==> src/rtl/timer_multi.sv <==
//============================================================================
// Module   : timer_multi
// Purpose  : N_CH independent CNT_W-bit up-counters sharing one programmable
//            prescaler. Each channel runs in periodic (auto-reload) or
//            one-shot mode against its own compare period, and has a sticky
//            interrupt flag with clear and a snapshot (sample) register.
// Ports    : clk                     system clock
//            rst                     asynchronous reset, active-low
//            TIMER_ENABLE[N]         channel runs while 1
//            TIMER_MODE[N]           0 = periodic, 1 = one-shot
//            TIMER_RESET[N]          synchronous counter clear pulse
//            TIMER_PERIOD[N*W]       compare value, slice [i*W +: W]
//            TIMER_PRESCALE[P]       tick every PRESCALE+1 clk cycles
//            TIMER_SAMPLE[N]         capture counter into TIMER_VALUE
//            TIMER_INTERRUPT_ENABLE  arm flag setting per channel
//            TIMER_INTERRUPT_CLEAR   clear pending flag pulse per channel
//            TIMER_VALUE[N*W]        sampled counter value per channel
//            TIMER_INTERRUPT[N]      sticky pending flag per channel
//            TIMER_IRQ               OR of all pending flags (registered)
//            TIMER_RUNNING[N]        channel actively counting
// Revision : 1.0 - initial release
//============================================================================
`default_nettype none

module timer_multi #(
    parameter int N_CH    = 4,
    parameter int CNT_W   = 32,
    parameter int PRESC_W = 16
) (
    input  logic                    clk,
    input  logic                    rst,
    input  logic [N_CH-1:0]         TIMER_ENABLE,
    input  logic [N_CH-1:0]         TIMER_MODE,
    input  logic [N_CH-1:0]         TIMER_RESET,
    input  logic [N_CH*CNT_W-1:0]   TIMER_PERIOD,
    input  logic [PRESC_W-1:0]      TIMER_PRESCALE,
    input  logic [N_CH-1:0]         TIMER_SAMPLE,
    input  logic [N_CH-1:0]         TIMER_INTERRUPT_ENABLE,
    input  logic [N_CH-1:0]         TIMER_INTERRUPT_CLEAR,
    output logic [N_CH*CNT_W-1:0]   TIMER_VALUE,
    output logic [N_CH-1:0]         TIMER_INTERRUPT,
    output logic                    TIMER_IRQ,
    output logic [N_CH-1:0]         TIMER_RUNNING
);

    //------------------------------------------------------------------
    // Shared prescaler. The >= compare means that lowering PRESCALE below
    // the current count produces a tick straight away instead of waiting
    // for the counter to wrap.
    //------------------------------------------------------------------
    logic [PRESC_W-1:0] r_presc_cnt;
    logic               w_tick;

    assign w_tick = (r_presc_cnt >= TIMER_PRESCALE);

    always_ff @(posedge clk or negedge rst) begin
        if (!rst) begin
            r_presc_cnt <= '0;
        end else if (w_tick) begin
            r_presc_cnt <= '0;
        end else begin
            r_presc_cnt <= r_presc_cnt + 1'b1;
        end
    end

    //------------------------------------------------------------------
    // Per-channel counters
    //------------------------------------------------------------------
    logic [N_CH-1:0] r_int;
    logic [N_CH-1:0] w_int_next;
    logic            r_irq;

    generate
        for (genvar i = 0; i < N_CH; i++) begin : g_ch
            logic [CNT_W-1:0] r_cnt;
            logic [CNT_W-1:0] r_val;
            logic [CNT_W-1:0] w_period;
            logic             r_done;
            logic             w_run;
            logic             w_match;
            logic             w_event;

            assign w_period = TIMER_PERIOD[i*CNT_W +: CNT_W];
            assign w_run    = TIMER_ENABLE[i] & ~r_done;
            // >= so a period lowered below the live count fires on the next
            // tick rather than running all the way round 2^CNT_W.
            assign w_match  = (r_cnt >= w_period);
            // A counter clear has priority, so it also suppresses the event.
            assign w_event  = ~TIMER_RESET[i] & w_run & w_tick & w_match;

            always_ff @(posedge clk or negedge rst) begin
                if (!rst) begin
                    r_cnt  <= '0;
                    r_done <= 1'b0;
                end else if (TIMER_RESET[i]) begin
                    r_cnt  <= '0;
                    r_done <= 1'b0;
                end else if (!TIMER_ENABLE[i]) begin
                    // Count is held so re-enabling resumes where it stopped.
                    r_done <= 1'b0;
                end else if (w_run && w_tick) begin
                    if (w_match) begin
                        if (TIMER_MODE[i]) begin
                            r_done <= 1'b1;
                        end else begin
                            r_cnt  <= '0;
                        end
                    end else begin
                        r_cnt <= r_cnt + 1'b1;
                    end
                end
            end

            // Snapshot takes the pre-update count, including on a clear pulse.
            always_ff @(posedge clk or negedge rst) begin
                if (!rst) begin
                    r_val <= '0;
                end else if (TIMER_SAMPLE[i]) begin
                    r_val <= r_cnt;
                end
            end

            // Set beats clear; disarming does not drop a pending flag.
            assign w_int_next[i] = (w_event & TIMER_INTERRUPT_ENABLE[i]) |
                                   (r_int[i] & ~TIMER_INTERRUPT_CLEAR[i]);

            assign TIMER_RUNNING[i]                = w_run;
            assign TIMER_VALUE[i*CNT_W +: CNT_W]   = r_val;
        end
    endgenerate

    // IRQ is built from next-state flags so it lines up with TIMER_INTERRUPT.
    always_ff @(posedge clk or negedge rst) begin
        if (!rst) begin
            r_int <= '0;
            r_irq <= 1'b0;
        end else begin
            r_int <= w_int_next;
            r_irq <= |w_int_next;
        end
    end

    assign TIMER_INTERRUPT = r_int;
    assign TIMER_IRQ       = r_irq;

endmodule

`default_nettype wire

==> config.mk <==
export PLATFORM = sky130hd
export DESIGN_NAME = timer_multi
export DESIGN_NICKNAME = d
export VERILOG_FILES = /design/src/rtl/timer_multi.sv
export SDC_FILE = /design/constraint.sdc
export NUM_CORES = 1
export LEC_CHECK = 0
export CAP_MARGIN = 20
export CORE_MARGIN = 10
export CORE_UTILIZATION = 58
export CTS_CLUSTER_DIAMETER = 30
export DETAILED_ROUTE_END_ITERATION = 16
export PLACE_DENSITY = 0.87
export SETUP_SLACK_MARGIN = 0.05
export SKIP_LAST_GASP = 1
export SYNTH_ARGS = -nofsm -noshare
export SYNTH_HDL_FRONTEND = slang
export SYNTH_SLANG_ARGS = --single-unit
==> constraint.sdc <==
create_clock -name clk -period 4.75 [get_ports clk]
set_input_delay 1.425 -clock clk [delete_from_list [all_inputs] [get_ports clk]]
set_output_delay 1.425 -clock clk [all_outputs]
set_load 0.005 [all_outputs]
==> results of run 1 <==
-- layout make-up --
cell class              instances  area share (%)
multi-input cells            1206            38.7
flip-flops and latches        281            31.4
repair buffers                352            15.6
clock buffers                  74            7.31
inverters                     172            2.89
well taps                     378            2.11
clock inverters                38            1.91
diodes                          7          0.0783
-- layer usage --
layer  up-vias  wire [um]  GRT usage (%)
met1      7251      19300           33.2
met2       754      25100           46.7
met5         -         32              0
met4         6       1670           10.8
li1       6942          -              -
met3       127       4580           6.93
-- cell families (layout without fill, tap and decap cells) --
family / Yosys count / after routing / synth area share, %
and+or+nand+nor: 536 / 536 / 16.5
muxes: 135 / 135 / 9.08
AOI/OAI and AO/OA: 369 / 369 / 14.2
DFF: 281 / 281 / 42.3
other: 0 / 7 / 0
buffers and inverters: 234 / 636 / 5.83
adders and majority gates: 149 / 149 / 11.2
xor gates and xnor gates: 17 / 17 / 0.895
-- cells in the final DEF, fill, tap and decap left out, drive strengths merged, types with 7 or more instances in the layout --
| master | synthesis | final |
|---|---|---|
| nor2b | 13 | 13 |
| nor2 | 94 | 94 |
| o22ai | 14 | 14 |
| o31ai | 22 | 22 |
| mux2 | 128 | 128 |
| a21o | 37 | 37 |
| o211ai | 8 | 8 |
| a31oi | 19 | 19 |
| and2 | 23 | 23 |
| and3 | 42 | 42 |
| buf | 38 | 47 |
| nor3b | 13 | 13 |
| dfrtp | 281 | 281 |
| ha | 149 | 149 |
| a221o | 13 | 13 |
| and4 | 15 | 15 |
| clkbuf | 24 | 74 |
| diode | 0 | 7 |
| nand4 | 37 | 37 |
| or2 | 9 | 9 |
| xor2 | 12 | 12 |
| clkdlybuf4s50 | 0 | 305 |
| nand2 | 129 | 129 |
| nand3 | 70 | 70 |
| nor4 | 13 | 13 |
| or3 | 16 | 16 |
| nor3 | 48 | 48 |
| a22o | 9 | 9 |
| inv | 172 | 175 |
| o21ai | 127 | 127 |
| bufinv | 0 | 8 |
| clkinv | 0 | 21 |
| a211oi | 11 | 11 |
| a21oi | 72 | 72 |
| mux2i | 7 | 7 |
-- where the power goes --
| part | switching, uW | internal [uW] |
|---|---|---|
| combinational | 375 | 343 |
| sequential | 72.6 | 2450 |
| clock | 1340 | 2860 |
| total | 1790 | 5650 |
-- worst max-delay path, cell delays in order --
cell and delay (ns):
clkdlybuf4s50_1 0.55, nor2b_1 0.46, clkdlybuf4s50_1 0.61
-- through the flow --
step | area (um2) | power, uW
final | 22400 | 7440
after global routing | 22400 | 7670
after CTS | 22300 | 7460
after detailed placement | 20300 | 3250
after global placement | 20300 | 3210
after floorplan | 16600 | 2880
-- flip-flops by register name, indices dropped and copies added, names as in the netlist --
register and cells:
g_ch.r_val 128, g_ch.r_done 4, TIMER_IRQ 1, TIMER_INTERRUPT 4
g_ch.r_cnt 128, r_presc_cnt 16
-- how the worst max path moves through the flow --
stage / from / end
after floorplan: TIMER_PERIOD[89] / TIMER_IRQ
after global routing: TIMER_ENABLE[3] / TIMER_RUNNING[3]
after detailed placement: TIMER_PRESCALE[0] / g_ch[3].r_cnt[30]
after global placement: TIMER_PRESCALE[6] / TIMER_IRQ
after CTS: TIMER_ENABLE[3] / TIMER_RUNNING[3]
final: TIMER_ENABLE[3] / TIMER_RUNNING[3]
==> results.json, run 1 <==
{
  "worst_pin_slew_ns": 0.782,
  "antenna_left": 0,
  "fill_cells": 1688,
  "power.density_mw_per_mm2": 333,
  "p_leak_uw": 0.0111,
  "stdcell_count": 2508,
  "tns_ns": 0,
  "insertion_delay_ns": 0.56,
  "die_h_um": 189,
  "cp-start-kind": "input pin",
  "timing_hold_violations_final": 0,
  "synth-edff-count": 0,
  "setup_viol": 0,
  "routed_wl_um": 50700,
  "fin_crit_sh_pct": 94.1,
  "synth_top_cell_area_share_pct": 42.3,
  "dp_hpwl_um": 36100,
  "cts_buffers": 60,
  "yosysMostFrequentCell": "dfrtp_1",
  "relSlewSlack_pct": 47.7,
  "core-area_mm2": 0.0280,
  "r2r_start": "g_ch[2].r_cnt[25]",
  "ios": 307,
  "critical_path_class": "in2out",
  "drv_slew": 0,
  "crit_required_ns": 3.32,
  "synth_cell_types": 71,
  "r2r_end": "g_ch[2].r_cnt[19]",
  "start_util_pct": 59.4,
  "pre_cts_ws_ns": 0.0801,
  "ys.flop_type": "dfrtp_1",
  "hold_slack_ns": 0.499,
  "ys_warn_count": 0,
  "vdd_drop_max_mv": 0.296,
  "multi_input_area_mm2": 0.00864,
  "seq_area_frac_synth_pct": 42.3,
  "track_usage_pct": 27.7,
  "synthArstFlopShare_pct": 100,
  "cts.repair.resized": 0,
  "regArea_mm2": 0.00703,
  "die_area_mm2": 0.0359,
  "postCtsSetupBuffers": 0,
  "avgViaCountPerCell": 6.01,
  "drt_iter0_drc": 1273,
  "min_period_ns": 4.47,
  "drive_gt1_share_pct": 14.0,
  "fin_nets": 2392,
  "first_pass_iters": 6,
  "root_buffer": "clkbuf_16",
  "die_w_um": 189,
  "syn_area_mm2": 0.0166,
  "dp.cells": 2389,
  "synth_nets": 2040,
  "status": "complete, no violations",
  "synth_area_leader_cell": "dfrtp_1",
  "antenna_found_initial": 9,
  "grt_overflow": 0,
  "synth_seq_cells": 281,
  "cts_tree": "yes",
  "via_count": 15100,
  "cp-end-kind": "output port",
  "worst_slack_ns": 0.282,
  "num_rows": 61,
  "syn_inst": 1721,
  "synth.top_cells.by_count": "281 x dfrtp_1, 172 x inv_1, 149 x ha_1",
  "drt-wirelength-per-cell_um": 20.2,
  "avgSynthCellArea_um2": 9.67,
  "worstPathMaxFanout": 2,
  "maxCapViolCount": 0,
  "max_freq_mhz": 224,
  "hold_path.class": "reg2reg",
  "skew_ns": 0.0171,
  "grt_pass1_wl_um": 82500,
  "hold_end": "g_ch[2].r_val[12]",
  "drc_errors": 0,
  "yosys-top-cells-area": "dfrtp_1 42%, ha_1 11%, mux2_2 8.7%, inv_1 3.9%, o21ai_0 3.4%",
  "whs_path_depth": 1,
  "clk_path_buf_depth": 3,
  "path_clk_slew_ns": 0.04,
  "area_delta_synth_final_pct": 34.4,
  "place.gp.congestion": 0.886,
  "hold_buffers": 0,
  "io_buffers": 306,
  "min_from": "g_ch[2].r_val[12]",
  "h-tree-depth": 2,
  "rsz0062_at_grt": "no",
  "r2r_slack_ns": 1.46,
  "cts.sinks": 281,
  "grt_pass1_vias": 15700,
  "grt_max_degree": 92,
  "post-route-util_pct": 79.8,
  "r2r_cells": 9,
  "arrival_ns": 3.04
}
(Power assumes the default switching activity.)
==> inputs of run 2 (changes only) <==
Settings changed: CTS_CLUSTER_DIAMETER 30 to 100.
==> run 2 against run 1 <==
  * Die area did not move
  * Routed wire length is 4.6% lower
  * Final area is 4.5% lower
  * Sequential share of layout area increased by 1.5 points
  * Global-route usage is 1.4 points lower
  * Setup slack improved by 0.012 ns
  * Combinational power down 1%
  * Non-clock buffer count is the same
  * Highest routed layer unchanged
  * Critical path depth is the same
  * Largest cell class unchanged
  * Hold slack gained 0.0027 ns
==> results.json, run 2 (synthesized netlist as in run 1, its figures left out) <==
{
  "routed_wl_um": 48400,
  "io_buffers": 306,
  "hold_buffers": 0,
  "whs_path_depth": 1,
  "grt_max_degree": 92,
  "place.gp.congestion": 0.886,
  "postCtsSetupBuffers": 0,
  "root_buffer": "clkbuf_16",
  "insertion_delay_ns": 0.57,
  "min_period_ns": 4.46,
  "min_from": "g_ch[2].r_val[12]",
  "grt_overflow": 0,
  "cts_tree": "yes",
  "total_power_uw": 5680,
  "drv_slew": 0,
  "power.density_mw_per_mm2": 266,
  "via_count": 14800,
  "dp_hpwl_um": 36100,
  "core-area_mm2": 0.0280,
  "worstPathMaxFanout": 2,
  "fin_crit_sh_pct": 93.8,
  "drt_iter0_drc": 1399,
  "critical_path_class": "in2out",
  "cp-start-kind": "input pin",
  "start_util_pct": 59.4,
  "dp.cells": 2389,
  "track_usage_pct": 26.3,
  "first_pass_iters": 6,
  "grt_pass1_wl_um": 78900,
  "stdcell_count": 2453,
  "die_area_mm2": 0.0359,
  "relSlewSlack_pct": 50.9,
  "antenna_found_initial": 7,
  "cp-end-kind": "output port",
  "max_freq_mhz": 224,
  "vdd_drop_max_mv": 0.252,
  "h-tree-depth": 1,
  "drt-wirelength-per-cell_um": 19.7,
  "die_h_um": 189,
  "cts_buffers": 31,
  "tns_ns": 0,
  "fin_nets": 2363,
  "ios": 307,
  "rsz0062_at_grt": "no",
  "avgViaCountPerCell": 6.03,
  "die_w_um": 189,
  "antenna_left": 0,
  "arrival_ns": 3.03,
  "drive_gt1_share_pct": 11.7,
  "mostFrequentLayoutCells": "305 x clkdlybuf4s50_1, 281 x dfrtp_1, 172 x inv_1, 149 x ha_1, 129 x nand2_1",
  "setup_viol": 0,
  "clk_path_buf_depth": 3,
  "timing_hold_violations_final": 0,
  "top_regs": "g_ch.r_cnt (128), g_ch.r_val (128), r_presc_cnt (16)",
  "post-route-util_pct": 76.2,
  "num_rows": 61,
  "mostFrequentLayoutCell": "clkdlybuf4s50_1",
  "crit_required_ns": 3.32,
  "cts.sinks": 281,
  "hold_path.class": "reg2reg",
  "worst_pin_slew_ns": 0.736,
  "path_clk_slew_ns": 0.06,
  "p_leak_uw": 0.0105,
  "r2r_start": "r_presc_cnt[0]",
  "maxCapViolCount": 0,
  "status": "complete, no violations",
  "skew_ns": 0.0239,
  "drc_errors": 0,
  "r2r_cells": 11,
  "cts.repair.resized": 0,
  "startpoint": "TIMER_ENABLE[3]",
  "area_delta_synth_final_pct": 28.3,
  "grt_pass1_vias": 15200
}
## run 2: routing by layer
| layer | vias to the layer above | share of wire (%) | global-route usage, % |
|---|---|---|---|
| met5 | - | 0.021 | 0 |
| met4 | 2 | 3.1 | 8.85 |
| met3 | 109 | 7.7 | 5.90 |
| met2 | 672 | 49 | 44.5 |
| met1 | 7167 | 40 | 32.4 |
| li1 | 6835 | - | - |
## run 2: worst max-delay path, cell delays in order
cell and delay (ns):
clkdlybuf4s50_1 0.54, nor2b_1 0.45, clkdlybuf4s50_1 0.61
## run 2: through the flow
step,setup WS [ns],area (um2),hold WS (ns)
2_1_floorplan,0.988,16600,0.465
3_3_place_gp,0.227,20300,0.489
3_5_place_dp,0.0801,20300,0.495
4_1_cts,0.292,21300,0.508
5_1_grt,0.270,21400,0.524
6_report,0.294,21400,0.502
## run 2: final cells by class
cell class | count | area (um2)
Clock inverter | 10 | 119
Clock buffer | 48 | 940
Antenna cell | 6 | 15.0
Fill cell | 1859 | 6650
Inverter | 172 | 646
Sequential cell | 281 | 7030
Multi-Input combinational cell | 1206 | 8640
Timing Repair Buffer | 352 | 3490
Tap cell | 378 | 473
## run 2: worst paths after layout
| kind | to | slack, ns |
|---|---|---|
| min in group asynchronous | g_ch[2].r_val[20] | 0.88 |
| max in group asynchronous | g_ch[3].r_val[14] | 3.01 |
| worst max register to register | g_ch[3].r_cnt[30] | 1.45 |
| worst max-delay path | TIMER_RUNNING[3] | 0.29 |
| worst min-delay path | g_ch[2].r_val[12] | 0.50 |
| worst min register to register | g_ch[2].r_val[12] | 0.50 |
## run 2: report_power, final
| part | switching [uW] | internal [uW] | leakage, uW |
|---|---|---|---|
| clock network | 995 | 1470 | 0.000512 |
| registers | 69.0 | 2440 | 0.00391 |
| logic | 368 | 342 | 0.00613 |
